--- src/rtl/hack_arb_mux.sv ---
// N:1 arbitrated word mux (round-robin or fixed priority) into a single registered output stage; 1-cycle latency.
// Backpressure: while out_valid & !out_ready the held word is stable and every in_ready is 0.
module hack_arb_mux #(
   parameter int WIDTH    = 16,
   parameter int CHANNELS = 4,
   parameter int ARB_MODE = 0,
   localparam int CW      = (CHANNELS > 1) ? $clog2(CHANNELS) : 1
) (
   input  logic                        clk,
   input  logic                        reset,
   input  logic [CHANNELS*WIDTH-1:0]   in_data,
   input  logic [CHANNELS-1:0]         in_valid,
   output logic [CHANNELS-1:0]         in_ready,
   input  logic                        lock,
   output logic [WIDTH-1:0]            out_data,
   output logic [CW-1:0]               out_chan,
   output logic                        out_valid,
   input  logic                        out_ready
);

   logic [WIDTH-1:0] out_data_q, out_data_d;
   logic [CW-1:0]    out_chan_q, out_chan_d;
   logic             out_valid_q, out_valid_d;
   logic [CW-1:0]    rr_ptr_q, rr_ptr_d;
   logic [CW-1:0]    owner_q, owner_d;
   logic             owner_vld_q, owner_vld_d;

   logic             stage_free;
   logic             gnt_vld;
   logic [CW-1:0]    gnt_idx;

   assign stage_free = !out_valid_q || out_ready;

   always_comb begin
      int idx;
      gnt_vld  = 1'b0;
      gnt_idx  = '0;
      in_ready = '0;
      idx      = 0;
      if (lock && owner_vld_q) begin
         // Burst: only the owner may transfer; others stall even if the owner is idle.
         gnt_vld = in_valid[owner_q];
         gnt_idx = owner_q;
      end else if (ARB_MODE == 1) begin
         for (int i = 0; i < CHANNELS; i++) begin
            if (!gnt_vld && in_valid[i]) begin
               gnt_vld = 1'b1;
               gnt_idx = CW'(i);
            end
         end
      end else begin
         for (int i = 0; i < CHANNELS; i++) begin
            idx = int'(rr_ptr_q) + i;
            if (idx >= CHANNELS) idx = idx - CHANNELS;
            if (!gnt_vld && in_valid[idx]) begin
               gnt_vld = 1'b1;
               gnt_idx = CW'(idx);
            end
         end
      end
      if (reset || !stage_free) gnt_vld = 1'b0;
      if (gnt_vld) in_ready[gnt_idx] = 1'b1;
   end

   always_comb begin
      out_data_d  = out_data_q;
      out_chan_d  = out_chan_q;
      out_valid_d = out_valid_q && !out_ready;
      rr_ptr_d    = rr_ptr_q;
      owner_d     = owner_q;
      owner_vld_d = owner_vld_q && lock;
      if (gnt_vld) begin
         out_data_d  = in_data[int'(gnt_idx)*WIDTH +: WIDTH];
         out_chan_d  = gnt_idx;
         out_valid_d = 1'b1;
         // The last accepted channel becomes the owner so a following lock cycle keeps it.
         owner_d     = gnt_idx;
         owner_vld_d = 1'b1;
         if (int'(gnt_idx) == CHANNELS - 1) rr_ptr_d = '0;
         else                               rr_ptr_d = gnt_idx + CW'(1);
      end
      if (ARB_MODE == 1) rr_ptr_d = '0;
   end

   always_ff @(posedge clk) begin
      if (reset) begin
         out_data_q  <= '0;
         out_chan_q  <= '0;
         out_valid_q <= 1'b0;
         rr_ptr_q    <= '0;
         owner_q     <= '0;
         owner_vld_q <= 1'b0;
      end else begin
         out_data_q  <= out_data_d;
         out_chan_q  <= out_chan_d;
         out_valid_q <= out_valid_d;
         rr_ptr_q    <= rr_ptr_d;
         owner_q     <= owner_d;
         owner_vld_q <= owner_vld_d;
      end
   end

   assign out_data  = out_data_q;
   assign out_chan  = out_chan_q;
   assign out_valid = out_valid_q;

endmodule
--- config.mk ---
export PLATFORM = sky130hd
export DESIGN_NAME = hack_arb_mux
export DESIGN_NICKNAME = d
export VERILOG_FILES = /design/src/rtl/hack_arb_mux.sv
export SDC_FILE = /design/constraint.sdc
export NUM_CORES = 1
export LEC_CHECK = 0
export BUFFER_PORTS_ARGS = -buffer_cell sky130_fd_sc_hd__buf_2
export CAP_MARGIN = 0
export CORE_ASPECT_RATIO = 0.5
export CORE_MARGIN = 1
export CORE_UTILIZATION = 47
export DETAILED_ROUTE_END_ITERATION = 10
export HOLD_SLACK_MARGIN = 0.06
export PLACE_DENSITY = 0.81
export SLEW_MARGIN = 10
export SYNTH_ARGS = -nofsm -noshare
export SYNTH_HDL_FRONTEND = slang
export SYNTH_SLANG_ARGS = --single-unit
export TNS_END_PERCENT = 10
--- constraint.sdc ---
create_clock -name clk -period 2.32 [get_ports clk]
set_input_delay 0.348 -clock clk [delete_from_list [all_inputs] [get_ports clk]]
set_output_delay 0.348 -clock clk [all_outputs]
set_load 0.03 [all_outputs]
# Word-level counts from Yosys, hierarchy flattened
# Cells that the tools add are included.
[totals] output_inout_bits=23 reg_bits=22 input_bits=72
[op_classes] n_addsub=8 mux=42 n_shift=1 n_reduce_logical=14 n_eq_ne=1 order_cmp=11
[ops] op="$mux W32" n=8
[ops] op="$lt A32 B4 Y1 const B" n=4
[ops] op="$shiftx A64 B7 Y16" n=1
[ops] op="$mux W1" n=21
[ops] op="$mux W2" n=6
[ops] op="$sub A3 B3 Y4 const B" n=3
[ops] op="$bmux W1 S2" n=5
[ops] op="$ge A3 B3 Y1 const B" n=3
[ops] op="$add A2 B2 Y3 const B" n=2
[ops] op="$logic_and A1 B1 Y1" n=6
[ops] op="$logic_not A1 Y1" n=6
[ops] op="$lt A2 B3 Y1 const B" n=2
[ops] op="$mux W4" n=1
[ops] op="$sub A2 B3 Y4 const B" n=1
[ops] op="$add A2 B1 Y3 const B" n=1
[ops] op="$ge A2 B3 Y1 const B" n=1
[ops] op="$add A2 B1 Y2 const B" n=1
[ops] op="$demux W1 S2" n=1
[ops] op="$eq A2 B1 Y1 const B" n=1
[ops] op="$ge A2 B1 Y1 const B" n=1
[ops] op="$logic_or A1 B1 Y1" n=2

# Longest topological paths before layout
# Gate-level depths: netlist of the first run.
[logic_depth] word_depth=25 mapped_depth=10 depth_no_buf=7

# Worst setup path before layout of the first run
# No wires, ideal clock.
[synth_path] path_kind="input port to output port" start="in in_valid[1]" end="out in_ready[2]" stages=8 path_slack_ps=-114 t_required_ps=1972 arrival_ps=2086 cell_sequence="nand2b_1 a21o_1 buf_6 a41oi_2 buf_6 inv_4 buf_6 nor3b_1"
[synth_between] elab_chain_cells=22 word_cells_on_any_way=40
[synth_rtl] element="start, declared" line_no="12" source="input logic [CHANNELS-1:0] in_valid,"
[synth_rtl] element="$bmux W1 S2" line_no="55" source="if (!gnt_vld && in_valid[idx]) begin"
[synth_rtl] element="$mux W1 (implied by the code) (2 in series)" line_no="55"
[synth_rtl] element="$mux W1" line_no="55"
[synth_rtl] element="$mux W1" line_no="40" source="if (lock && owner_vld_q) begin"
[synth_rtl] element="$logic_not A1 Y1" line_no="55"
[synth_rtl] element="$logic_and A1 B1 Y1" line_no="55"
[synth_rtl] element="$mux W1" line_no="55"
[synth_rtl] element="$mux W1" line_no="40"
[synth_rtl] element="[... 5 more ...]"
[synth_rtl] element="$logic_and A1 B1 Y1" line_no="55"
[synth_rtl] element="$mux W2" line_no="55"
[synth_rtl] element="$mux W2" line_no="40"
[synth_rtl] element="$lt A2 B3 Y1 (implied by the code) or $ge A2 B1 Y1 (tied branches)" line_no="62" source="if (gnt_vld) in_ready[gnt_idx] = 1'b1;"
[synth_rtl] element="$logic_and A1 B1 Y1 (implied by the code)" line_no="62"
[synth_rtl] element="$mux W1 (implied by the code)" line_no="62"
[synth_rtl] element="$demux W1 S2" line_no="62"
[synth_rtl] element="$mux W4 (*)" line_no="62"
[synth_rtl] element="end, declared" line_no="13" source="output logic [CHANNELS-1:0] in_ready,"
# Mark *: on every way between the ends. The rest lies on a longest branch, timed or not. The select of a mux whose other input is x is not followed.

# Final worst setup path of the first run
[layout_path] start="reg rr_ptr_q[0]" end="out in_ready[1]"
[layout_between] elab_chain_cells=25 word_cells_on_any_way=57
[layout_rtl] element="start, declared" line_no="24" source="logic [CW-1:0] rr_ptr_q, rr_ptr_d;"
[layout_rtl] element="start signal, assigned" line_no="97" source="rr_ptr_q <= rr_ptr_d;"
[layout_rtl] element="$sub A2 B3 Y4 or $ge A2 B3 Y1 (tied branches)" line_no="54" source="if (idx >= CHANNELS) idx = idx - CHANNELS;"
[layout_rtl] element="$mux W32" line_no="54"
[layout_rtl] element="$mux W32" line_no="40"
[layout_rtl] element="$bmux W1 S2" line_no="55"
[layout_rtl] element="$mux W1 (implied by the code) (2 in series)" line_no="55"
[layout_rtl] element="$mux W1" line_no="55"
[layout_rtl] element="$mux W1" line_no="40"
[layout_rtl] element="$logic_not A1 Y1" line_no="55"
[layout_rtl] element="[... 8 more ...]"
[layout_rtl] element="$logic_and A1 B1 Y1" line_no="55"
[layout_rtl] element="$mux W2" line_no="55"
[layout_rtl] element="$mux W2" line_no="40"
[layout_rtl] element="$lt A2 B3 Y1 (implied by the code) or $ge A2 B1 Y1 (tied branches)" line_no="62"
[layout_rtl] element="$logic_and A1 B1 Y1 (implied by the code)" line_no="62"
[layout_rtl] element="$mux W1 (implied by the code)" line_no="62"
[layout_rtl] element="$demux W1 S2" line_no="62"
[layout_rtl] element="$mux W4 (*)" line_no="62"
# Marked as above.

==> results of run 1 <==
-- placed cells by master (no fill, tap or decap), types with 2 or more instances in the layout --
master,Yosys,routed
o21ai_0,3,3
a2111oi_4,16,16
a41oi_1,16,16
a21oi_1,2,2
dfxtp_1,22,22
nor3_1,2,2
buf_2,3,94
nor2_1,3,3
a221oi_2,16,17
clkbuf_8,0,3
nand2_1,18,18
mux2i_1,17,17
nor2b_1,5,4
inv_1,4,4
buf_12,1,2
nand2b_1,18,18
buf_4,2,13
-- how the worst max path moves through the flow --
stage / cells after the start / startpoint / slack [ns] / to
3_5_place_dp: 8 / in_valid[1] / 0.19 / out_data[8]
5_1_grt: 8 / rr_ptr_q[0] / -0.02 / in_ready[3]
6_report: 6 / rr_ptr_q[0] / 0.10 / in_ready[1]
4_1_cts: 5 / owner_vld_q / 0.07 / in_ready[2]
3_3_place_gp: 8 / in_valid[1] / 0.26 / out_data[6]
2_1_floorplan: 8 / in_valid[1] / -0.04 / in_ready[0]
-- logic make-up after synthesis --
group | after synthesis | synth area share
adder cells (fa/ha/maj) | 1 | 0.00613
multiplexers | 19 | 0.0999
AND/OR/NAND/NOR | 51 | 0.129
flip-flops | 22 | 0.216
buffers and inverters | 27 | 0.0870
AO/OA/AOI/OAI | 62 | 0.462
-- metrics by stage --
stage | setup TNS (ns) | util | total power (µW) | hold WS (ns)
floorplan | -0.0363 | - | 1650 | 0.475
global placement | 0 | 0.643 | 1920 | 0.469
detailed placement | 0 | 0.643 | 1960 | 0.475
CTS | 0 | 0.653 | 2210 | 0.358
global route | -0.0162 | 0.655 | 2330 | 0.385
finish | 0 | 0.655 | 2200 | 0.379
-- state kept, by name, indices dropped and copies added, names as in the netlist --
register	flops
out_valid	1
owner_vld_q	1
owner_q	2
out_data	16
rr_ptr_q	2
-- worst min-delay path: stages --
cell     delay [ns]
buf_2          0.08
inv_1          0.05
nand2_1        0.06
o21ai_0        0.06
-- cell type report --
cell class / instances / area (µm²) / share of cell area
flip-flops and latches: 22 / 440 / 0.167
inverters: 5 / 21.3 / 0.00807
multi-input cells: 133 / 1460 / 0.553
well taps: 54 / 67.6 / 0.0256
repair buffers: 109 / 608 / 0.231
clock buffers: 3 / 41.3 / 0.0157
-- where the power goes --
part           internal [µW]  switching [µW]
logic                    535             868
clock network            116             129
registers                483            68.8
total                   1130            1070
-- per-layer routing --
| metal | up-vias | wire length [µm] |
|---|---|---|
| met4 | 0 | 107 |
| li1 | 909 | - |
| met1 | 895 | 2510 |
| met3 | 10 | 312 |
| met2 | 73 | 2560 |
| met5 | - | 0 |
==> metrics.yaml, run 1 <==
status: "finished clean"
fill_cells: 328
yosys-top-cells-count: "dfxtp_1, nand2_1, nand2b_1"
die_area_mm2: 0.00463
hp-start: "out_ready"
antenna_found_initial: 0
grt_max_degree: 22
crit_family: "buffers and inverters"
worst_pin_slew_ns: 0.629
critPathMaxStageDelay_ns: 0.37
syn_area_per_cell_um2: 11.2
ys_types: 36
ir_drop_uv: 471
hold_path_class: "primary input to register"
power_density_mw_per_mm2: 835
slew_violations: 0
synth_edf_count: 0
whs_path_depth: 4
gp_congestion: 0.895
final_cells: 326
synthArstFlopShare: 0
grt_pass1_vias: 1831
worst_path_max_delay_cell: "buf_4"
cts_buffers: 3
ios: 95
p_leak_uw: 0.00111
path_class: "register to output port"
worstReg2RegEnd: "out_data[8]"
grtUsageMet3: 0.0456
drt_iter0_drc: 56
grt_use_met2: 0.405
clock_sinks: 22
synth_seq_area_share: 0.216
drtPass1Iterations: 4
pre_cts_ws_ns: 0.194
synth_most_common_cell: "dfxtp_1"
grt_usage: 0.249
cp_max_fo: 18
start_util: 0.507
cts-root-buf: "clkbuf_8"
layout_setup_ws_ns: 0.101
setup-violations-final: 0
dr_total_vias: 1887
final_nets: 347
holdPathEnd: "out_valid"
cts_setup_buffers: 0
tritoncts: "yes"
arrival_ns: 1.87
post_cts_resized: 0
rows: 16
finalCriticalPeriod_ns: 2.22
synthCells: 182
dp.cells: 323
synth_nets: 255
routed_via_density: 5.79
drv_cap: 0
hold_viol: 0
period_share: 0.956
critPathRequiredTime_ns: 1.97
dieHeight_um: 48.6
clk_latency_ns: 0.27
grt_util_met1: 0.328
r2r_start: "owner_q[0]"
drive_gt1_frac: 0.566
ff2ff_setup_slack_ns: 0.27
clk_path_buf_depth: 2
final_area_mm2: 0.00264
ys_seq_elements: 22
max_freq_mhz: 451
grt_pass1_wl_mm: 8.88
cp_cell_sequence: "nand2b_1 -> a21o_1 -> a41oi_4 -> buf_4 -> nor3_1 -> buf_2"
port_buffers: 94
fp.coreArea_mm2: 0.00402
antenna_cells: 0
synthTopCellsByArea: "dfxtp_1, a2111oi_4, a221oi_2, mux2i_1, a41oi_1"
fin_skew_ns: 0.00395
busiest_layer: "met2"
r2r_cells: 6
syn_to_final_growth_pct: 29.0
critPathLaunchType: "register"
placed_area_mm2: 0.00259
slew_headroom: 0.580
path_clk_slew_ns: 0.08
totalWireLength_mm: 5.49
yosys_warnings: 0
yosys.area.top_type: "dfxtp_1"
yosysTopAreaCellShare: 0.216
hold_buffers: 0
htree_levels: 1
drc: 0
rsz0062_at_grt: "true"
syn_area_mm2: 0.00204
worstSetupEndpointType: "output port"
hpwl_mm: 4.13
grt_overflow: 0
synthFlopType: "dfxtp_1"
avgRoutedWirePerCell_um: 16.8
antenna_left: 0
chipWidth_um: 95.2
critPathBufInv: 2
(Power assumes the default switching activity.)
==> inputs of run 2 (changes only) <==
PLACE_DENSITY = unset   (was 0.81)
PLACE_DENSITY_LB_ADDON = 0.25   (was unset)
==> run 2 against run 1 <==
Global-route usage decreased by 1.1 points. Clock-buffer cell count unchanged. Sequential power increased by 1%. Die area unchanged. Clock power decreased by 3%. Via count decreased by 3.9%. Register-to-register slack got worse by 0.11 ns. Utilization decreased by 0.34 points. Combinational power about the same. Clock skew increased by 0.00053 ns. Largest cell class unchanged.
==> metrics.yaml, run 2 (synthesis gave the netlist of run 1 again) <==
grt_overflow: 0  # unchanged
fp.coreArea_mm2: 0.00402  # unchanged
period_share: 0.989  # +0.0328
antenna_left: 0  # unchanged
dr_total_vias: 1814  # -3.9%
r2r_cells: 5  # -1
dieHeight_um: 48.6  # unchanged
path_clk_slew_ns: 0.08  # about the same
arrival_ns: 1.95  # +0.08 ns
tritoncts: "yes"
max_freq_mhz: 436  # -3.3%
rsz0062_at_grt: "true"
drv_cap: 0  # unchanged
start_util: 0.507  # unchanged
holdPathEnd: "out_valid"
die_area_mm2: 0.00463  # unchanged
worstSetupEndpointType: "output port"
cts_buffers: 3  # unchanged
worst_pin_slew_ns: 1.06  # +0.434 ns
critPathMaxStageDelay_ns: 0.42  # +0.05 ns
gp_congestion: 0.920  # +2.9%
hold_path_class: "primary input to register"
status: "finished clean"
totalWireLength_mm: 5.19  # -5.5%
cp_cell_sequence: "nand2b_1 -> a221oi_1 -> a211oi_4 -> buf_4 -> ha_1 -> inv_1 -> nor2_1 -> buf_2"
grt_usage: 0.237  # -0.0113
ios: 95  # unchanged
drc: 0  # unchanged
grt_pass1_wl_mm: 8.56  # -3.6%
grt_pass1_vias: 1783  # -2.6%
hold_viol: 0  # unchanged
path_class: "register to output port"
final_area_mm2: 0.00262  # -0.52%
final_cell_mix: "buf_2, dfxtp_1, nand2b_1, nand2_1"
cts-root-buf: "clkbuf_8"
ff2ff_setup_slack_ns: 0.16  # -0.11 ns
final_nets: 345  # -0.58%
htree_levels: 1  # unchanged
power_density_mw_per_mm2: 832  # -0.39%
largest_reg_flops: 16  # unchanged
final_common_cell: "buf_2"
slew_violations: 0  # unchanged
placed_area_mm2: 0.00257  # -0.58%
clk_latency_ns: 0.26  # about the same
port_buffers: 94  # unchanged
slew_headroom: 0.288  # -0.291
setup_tns_ns: 0  # unchanged
drt_iter0_drc: 64  # +14%
hp-start: "out_ready"
ir_drop_uv: 433  # -7.9%
syn_to_final_growth_pct: 28.4
critPathRequiredTime_ns: 1.97  # about the same
fin_hold_ws_ns: 0.382  # +0.00348 ns
antenna_cells: 0  # unchanged
critPathLaunchType: "register"
worst_path_max_delay_cell: "a221oi_1"
hpwl_mm: 3.94  # -4.6%
chipWidth_um: 95.2  # unchanged
rows: 16  # unchanged
p_leak_uw: 0.00110  # -0.82%
worstReg2RegEnd: "out_data[15]"
clk_path_buf_depth: 2  # unchanged
whs_path_depth: 4  # unchanged
fin_skew_ns: 0.00448  # +0.000532 ns
r2r_start: "rr_ptr_q[1]"
antenna_found_initial: 0  # unchanged
fill_cells: 336  # +2.4%
drive_gt1_frac: 0.567  # about the same
grt_max_degree: 30  # +36%
post-route-util: 0.651  # -0.00342
cp_max_fo: 8  # -10
clock_sinks: 22  # unchanged
setup-violations-final: 0  # unchanged
power_uw: 2180  # -0.91%
routed_via_density: 5.60  # -3.3%
drtPass1Iterations: 4  # unchanged
avgRoutedWirePerCell_um: 16.0  # -4.9%
finalCriticalPeriod_ns: 2.30  # +0.0762 ns
run 2: cell count changes in the layout (fill, tap and decap cells not counted), sizes merged:
cell	before	now
buf	109	107
run 2: report_power, final:
part	internal (µW)	total, µW	switching [µW]
Sequential	484	559	74.0
Clock	116	238	122
Combinational	536	1380	848
run 2: worst max path at each step:
stage	startpoint	endpoint	slack (ns)	depth (start not counted)
floorplan	in_valid[1]	in_ready[0]	-0.04	8
global route	rr_ptr_q[0]	in_ready[3]	-0.13	8
detailed placement	lock	out_data[15]	-0.01	6
finish	rr_ptr_q[0]	in_ready[3]	0.02	8
CTS	rr_ptr_q[0]	in_ready[3]	0.005	8
global placement	lock	out_data[5]	0.09	6
run 2: routing by layer:
layer  wire length [µm]  share of wire  vias up  global-route usage
li1                   -              -      907                   -
met1               2400           0.46      830               0.320
met2               2340           0.45       71               0.386
met3                416          0.080        6              0.0566
met4                 41         0.0079        0              0.0480
met5                  0              0        -                   0
run 2: what timing repair did:
| action | CTS | global route |
|---|---|---|
| hold buffers | 0 | 0 |
| setup endpoints to repair | 0 | 20 |
| gates resized for setup | 0 | 2 |
| setup buffers | 0 | 0 |
| endpoints found under the hold margin | 0 | 0 |
run 2: layout make-up:
class                   instances  area, µm²  area share
clock buffers                   3       41.3      0.0158
inverters                       5       21.3     0.00811
multi-input cells             133       1460       0.556
flip-flops and latches         22        442       0.168
well taps                      54       67.6      0.0258
repair buffers                107        593       0.226
run 2: critical path, delay by kind of cell (launching register included):
family	cells	cell delay, ns
AO/OA/AOI/OAI	2	0.51
adder cells (fa/ha/maj)	1	0.21
buffers and inverters	3	0.42
flip-flops	1	0.35
AND/OR/NAND/NOR	2	0.21
run 2: per-stage QoR:
stage               cells  worst slack [ns]
global placement      321            0.0925
finish                324            0.0249
detailed placement    321           -0.0117
global route          324            -0.130
floorplan             182           -0.0363
CTS                   324           0.00500
